**config.mk**
```make
export PLATFORM = sky130hd
export DESIGN_NAME = vector_output_serializer
export DESIGN_NICKNAME = d
export VERILOG_FILES = /design/src/rtl/vector_output_serializer.sv
export SDC_FILE = /design/constraint.sdc
export NUM_CORES = 1
export LEC_CHECK = 0
export ABC_AREA = 1
export BUFFER_PORTS_ARGS = -buffer_cell sky130_fd_sc_hd__buf_2
export CAP_MARGIN = 20
export CORE_ASPECT_RATIO = 0.8
export CORE_MARGIN = 2
export CORE_UTILIZATION = 30
export CTS_CLUSTER_SIZE = 16
export DETAILED_ROUTE_END_ITERATION = 10
export PLACE_DENSITY_LB_ADDON = 0.15
export RECOVER_POWER = 50
export SKIP_CTS_REPAIR_TIMING = 1
export SLEW_MARGIN = 5
export SYNTH_ARGS = -nofsm -noshare
export SYNTH_HDL_FRONTEND = slang
export SYNTH_SLANG_ARGS = --single-unit
```
**constraint.sdc**
```tcl
create_clock -name clock -period 27.8 [get_ports clock]
set_input_delay 8.34 -clock clock [delete_from_list [all_inputs] [get_ports clock]]
set_output_delay 8.34 -clock clock [all_outputs]
set_load 0.01 [all_outputs]
```
**src/rtl/vector_output_serializer.sv**
```systemverilog
// Vector FIFO plus lane serializer: buffers CPU output vectors and streams them
// out one byte per handshake. Optional frame marker byte under VEC_OUT_MARKER_EN.
module vector_output_serializer #(
   parameter int VECTOR_SIZE  = 8,
   parameter int OUTPUT_WIDTH = 8,
   parameter int FIFO_DEPTH   = 4
) (
   input  logic                                  clock,
   input  logic                                  reset,
   input  logic [VECTOR_SIZE*OUTPUT_WIDTH-1:0]   vecIn,
   input  logic                                  vecValid,
   input  logic                                  byteReady,
   input  logic                                  clearOverflow,
   output logic [OUTPUT_WIDTH-1:0]               byteOut,
   output logic                                  byteValid,
   output logic                                  frameLast,
   output logic                                  fifoFull,
   output logic                                  fifoEmpty,
   output logic [$clog2(FIFO_DEPTH):0]           level,
   output logic                                  overflow
);

   localparam int VW = VECTOR_SIZE * OUTPUT_WIDTH;
   localparam int PW = $clog2(FIFO_DEPTH);
   localparam int LW = PW + 1;
   localparam int IW = (VECTOR_SIZE > 1) ? $clog2(VECTOR_SIZE) : 1;
   localparam logic [IW-1:0] LAST_IDX = IW'(VECTOR_SIZE - 1);
   localparam logic [LW-1:0] FULL_LVL = LW'(FIFO_DEPTH);

`ifdef VEC_OUT_MARKER_EN
   localparam logic [OUTPUT_WIDTH-1:0] MARKER = OUTPUT_WIDTH'(8'hA5);
   typedef enum logic [1:0] {S_IDLE = 2'd0, S_SEND = 2'd1, S_MARK = 2'd2} state_t;
   localparam state_t S_FIRST = S_MARK;
`else
   typedef enum logic [1:0] {S_IDLE = 2'd0, S_SEND = 2'd1} state_t;
   localparam state_t S_FIRST = S_SEND;
`endif

   state_t              r_state;
   logic [VW-1:0]       r_mem [FIFO_DEPTH];
   logic [PW-1:0]       r_wptr;
   logic [PW-1:0]       r_rptr;
   logic [LW-1:0]       r_level;
   logic [VW-1:0]       r_shift;
   logic [IW-1:0]       r_idx;
   logic [OUTPUT_WIDTH-1:0] r_byte;
   logic                r_valid;
   logic                r_last;
   logic                r_full;
   logic                r_empty;
   logic                r_ovf;

   state_t              w_state_n;
   logic [VW-1:0]       w_shift_n;
   logic [IW-1:0]       w_idx_n;
   logic                w_hs;
   logic                w_pop;
   logic                w_push;
   logic                w_drop;
   logic [LW-1:0]       w_level_n;
   logic [OUTPUT_WIDTH-1:0] w_byte_n;
   logic                w_valid_n;
   logic                w_last_n;

   always_comb begin
      w_state_n = r_state;
      w_shift_n = r_shift;
      w_idx_n   = r_idx;
      w_pop     = 1'b0;
      w_hs      = r_valid & byteReady;
      case (r_state)
         S_IDLE: begin
            if (r_level != '0) begin
               w_pop     = 1'b1;
               w_shift_n = r_mem[r_rptr];
               w_idx_n   = '0;
               w_state_n = S_FIRST;
            end
         end
`ifdef VEC_OUT_MARKER_EN
         S_MARK: begin
            if (w_hs) w_state_n = S_SEND;
         end
`endif
         S_SEND: begin
            if (w_hs) begin
               if (r_idx != LAST_IDX) begin
                  w_idx_n = r_idx + 1'b1;
               end else if (r_level != '0) begin
                  // Reload straight from the FIFO so frames run back-to-back.
                  w_pop     = 1'b1;
                  w_shift_n = r_mem[r_rptr];
                  w_idx_n   = '0;
                  w_state_n = S_FIRST;
               end else begin
                  w_state_n = S_IDLE;
               end
            end
         end
         default: w_state_n = S_IDLE;
      endcase

      w_push    = vecValid && ((r_level != FULL_LVL) || w_pop);
      w_drop    = vecValid && !w_push;
      w_level_n = r_level + LW'(w_push) - LW'(w_pop);

      // Outputs are registered from the next state, so they hold while stalled.
      w_valid_n = (w_state_n != S_IDLE);
      w_byte_n  = '0;
      w_last_n  = 1'b0;
      if (w_state_n == S_SEND) begin
         for (int unsigned i = 0; i < VECTOR_SIZE; i++) begin
            if (w_idx_n == IW'(i)) w_byte_n = w_shift_n[i*OUTPUT_WIDTH +: OUTPUT_WIDTH];
         end
         w_last_n = (w_idx_n == LAST_IDX);
      end
`ifdef VEC_OUT_MARKER_EN
      else if (w_state_n == S_MARK) begin
         w_byte_n = MARKER;
      end
`endif
   end

   always_ff @(posedge clock or posedge reset) begin
      if (reset) begin
         r_state <= S_IDLE;
         r_shift <= '0;
         r_idx   <= '0;
         r_byte  <= '0;
         r_valid <= 1'b0;
         r_last  <= 1'b0;
      end else begin
         r_state <= w_state_n;
         r_shift <= w_shift_n;
         r_idx   <= w_idx_n;
         r_byte  <= w_byte_n;
         r_valid <= w_valid_n;
         r_last  <= w_last_n;
      end
   end

   always_ff @(posedge clock or posedge reset) begin
      if (reset) begin
         for (int unsigned i = 0; i < FIFO_DEPTH; i++) r_mem[i] <= '0;
         r_wptr  <= '0;
         r_rptr  <= '0;
         r_level <= '0;
         r_full  <= 1'b0;
         r_empty <= 1'b1;
      end else begin
         if (w_push) begin
            r_mem[r_wptr] <= vecIn;
            r_wptr        <= r_wptr + 1'b1;
         end
         if (w_pop) r_rptr <= r_rptr + 1'b1;
         r_level <= w_level_n;
         r_full  <= (w_level_n == FULL_LVL);
         r_empty <= (w_level_n == '0);
      end
   end

   always_ff @(posedge clock or posedge reset) begin
      if (reset)              r_ovf <= 1'b0;
      else if (w_drop)        r_ovf <= 1'b1;
      else if (clearOverflow) r_ovf <= 1'b0;
   end

   assign byteOut   = r_byte;
   assign byteValid = r_valid;
   assign frameLast = r_last;
   assign fifoFull  = r_full;
   assign fifoEmpty = r_empty;
   assign level     = r_level;
   assign overflow  = r_ovf;

endmodule
```
==> flow_summary_export.csv <==
group,metric,value,unit
run_status,status,"complete, but fails checks",
run_status,violations,"max-capacitance violations, max-slew violations",
die,core_area,0.0511,mm²
synth,synthDistinctLibCells,40,
die,dieArea,0.0537,mm²
grt,grt_max_degree,151,
synth,synth.net_count,1700,
layout,drive_gt1_share,17.4,%
timing,timing.fmax,0.0778,GHz
synth,synth.top_cell.area_share,55.3,%
clocking,cts_tree,"built",
synth,yosys_warnings,0,
detailed_routing,drt_pass1_iterations,5,
timing,finClkSkew,0.0103,ns
run,maxCapViolCount,3,
die,ios,85,
layout,nNetsFinal,1743,
die,die_h,208,µm
clocking,ctsHtreeMaxLevel,2,
timing,finalHoldViolations,0,
layout,postLayoutCoreUtil,34.6,%
timing,slew_headroom,-295,%
power,vdd_ir_drop_max,0.0445,mV
synth,syn-cell-area,0.0156,mm²
power,combPwrFrac,34.3,%
grt,grt_usage,15.8,%
clocking,clock-sinks,345,
timing,final-setup-viol-count,0,
power,switching_share,35.9,%
synth,ys_seq_elements,345,
die,start_util,30.4,%
die,num_rows,74,
detailed_routing,antenna_left,0,
timing,maxSlewViolCount,226,
detailed_routing,drc,0,
timing,max_slew.worst_pin.slew,5.93,ns
power,p_seq_share,40.6,%
clocking,clk_pin_slew,0.06,ns
worst_setup_path,rrSetupSlack,22.75,ns
placement,gp_congestion,0.731,
hold_path,hold_path.class,"register to register",
placement,dpl.hpwl,24.7,mm
clocking,cts.path.max_buffers,3,
detailed_routing,vias_per_cell,4.67,
timing,period_needed,12.86,ns
power,power_density,118,mW/mm²
timing,grt_setup_unrepaired,"no",
layout,design_area,0.0177,mm²
synth,synth.area.top_cells,"dfrtp_1 (55%), mux2_2 (9.7%), nand2_1 (7.8%)",
placement,io_buffer_count,84,
clocking,insertion_delay,0.54,ns
die,die_w,259,µm
synth,synth_seq_area_share,55.5,%
synth,synth_top_cell_by_area,"dfrtp_1",
grt,grt_pass1_vias,11000,
power,internal_power,1.34,mW
clocking,clockRootBuffer,"clkbuf_16",
layout,fillers,5276,
worst_setup_path,crit_fanout,150,
power,cellLeakagePower,7.98,nW
grt,grt_first_pass_wirelength,66.1,mm
synth,syn_inst,1621,
timing,setup_tns,0,ns
worst_setup_path,end_kind,"async pin",
worst_setup_path,cp.arrival,13.39,ns
grt,antenna_found_initial,1,
clocking,numCtsBuffers,40,
detailed_routing,vias,11061,
layout,multi_input_area,0.00570,mm²
synth,avgSynthCellArea,9.59,µm²
timing,finalCritPeriodShare,46.3,%
detailed_routing,initialDrtViolationCount,756,
layout,regArea,0.00864,mm²
worst_setup_path,critPathKind,"input port to async pin",
power,clock_power_share,25.1,%
detailed_routing,wl_per_cell,17.6,µm
placement,place_area,0.0165,mm²
detailed_routing,drt-total-wl,41.6,mm
worst_setup_path,startpoint_type,"input port",
grt,grt.overflow.total,0,
layout,syn2layout_area_growth,13.7,%
power,net-switching-power,749,µW
worst_setup_path,critPathRequiredTime,28.34,ns
-- sequential cells by signal, indices dropped and copies added (netlist names) --
| signal | count |
|---|---|
| byteOut | 8 |
| frameLast | 1 |
| r_mem | 256 |
| level | 3 |
| r_idx | 3 |
| fifoEmpty | 1 |
| overflow | 1 |
| byteValid | 1 |
| r_state | 2 |
| r_wptr | 2 |
| r_shift | 64 |
| r_rptr | 2 |
| fifoFull | 1 |
-- Yosys cell counts (all sizes together) --
cell,instances
dfrtp,344
nand2,329
o21ai,217
inv,176
mux2,134
a21oi,98
nand3,78
buf,74
nor2,54
o211ai,39
clkbuf,24
o31ai,16
ha,9
a31oi,6
nand4,5
nor3,4
xor2,3
clkinv,2
o21bai,2
conb,1
dfstp,1
fa,1
nand3b,1
nor3b,1
o22ai,1
xnor2,1
-- final timing paths --
| path | startpoint | endpoint | cells past startpoint |
|---|---|---|---|
| setup / recovery | reset | r_shift[25] | 4 |
| min in group asynchronous | reset | fifoFull | 2 |
| hold / removal | r_shift[39] | r_shift[39] | 2 |
| max in group clock | byteReady | byteOut[2] | 10 |
| setup reg to reg | r_idx[0] | byteOut[2] | 11 |
| hold reg to reg | r_shift[39] | r_shift[39] | 2 |
-- power groups by stage --
stage	Sequential (mW)	Combinational, mW	Clock [mW]
3_5_place_dp	0.855	0.728	0
5_1_grt	0.876	0.817	0.562
3_3_place_gp	0.850	0.716	0
6_report	0.847	0.714	0.523
4_1_cts	0.847	0.732	0.541
2_1_floorplan	0.824	0.556	0
-- cell usage in the layout (no fill, tap or decap), drive strengths merged --
| master | n |
|---|---|
| a21oi | 98 |
| a31oi | 6 |
| buf | 82 |
| bufinv | 3 |
| clkbuf | 72 |
| clkinv | 8 |
| clkinvlp | 1 |
| conb | 1 |
| dfrtp | 344 |
| dfstp | 1 |
| diode | 1 |
| fa | 1 |
| ha | 9 |
| inv | 174 |
| mux2 | 134 |
| nand2 | 329 |
| nand3 | 78 |
| nand3b | 1 |
| nand4 | 5 |
| nor2 | 54 |
| nor3 | 4 |
| nor3b | 1 |
| o211ai | 39 |
| o21ai | 217 |
| o21bai | 2 |
| o22ai | 1 |
| o31ai | 16 |
| xnor2 | 1 |
| xor2 | 3 |
-- critical path, cell delays in order --
cell	delay [ns]
buf_2	0.10
clkinvlp_2	3.15
buf_12	0.54
buf_4	0.81
-- cell type report --
| cell class | count | area share [%] |
|---|---|---|
| diodes | 1 | 0.0142 |
| inverters | 178 | 3.81 |
| clock buffers | 55 | 6.61 |
| multi-input cells | 1000 | 32.3 |
| well taps | 684 | 4.84 |
| clock inverters | 8 | 0.651 |
| flip-flops and latches | 345 | 48.9 |
| repair buffers | 99 | 2.95 |
-- through the flow --
| step | total power [mW] | cells | hold slack, ns | worst slack, ns |
|---|---|---|---|---|
| global route | 2.25 | 2369 | 0.491 | 13.77 |
| floorplan | 1.38 | 1621 | 0.439 | 9.90 |
| finish | 2.09 | 2370 | 0.477 | 14.94 |
| detailed placement | 1.58 | 2306 | 0.462 | 16.38 |
| global placement | 1.57 | 2306 | 0.458 | 16.40 |
| CTS | 2.12 | 2369 | 0.475 | 16.96 |
-- per-layer routing --
layer / wire, µm / up-vias / GRT usage (%)
met5: 0 / - / 0
met4: 659 / 0 / 3.73
met3: 1580 / 45 / 2.65
met2: 17700 / 151 / 23.2
met1: 21700 / 5444 / 24.1
li1: - / 5421 / -
-- cells by family after synthesis --
family	synth area share (%)
xor gates and xnor gates	0.225
other	0.0241
adders and majority gates	0.853
buffers and inverters	7.62
and+or+nand+nor	12.8
AOI/OAI and AO/OA	13.3
DFF	55.5
muxes	9.70
Power figures use the tool's default switching activity.
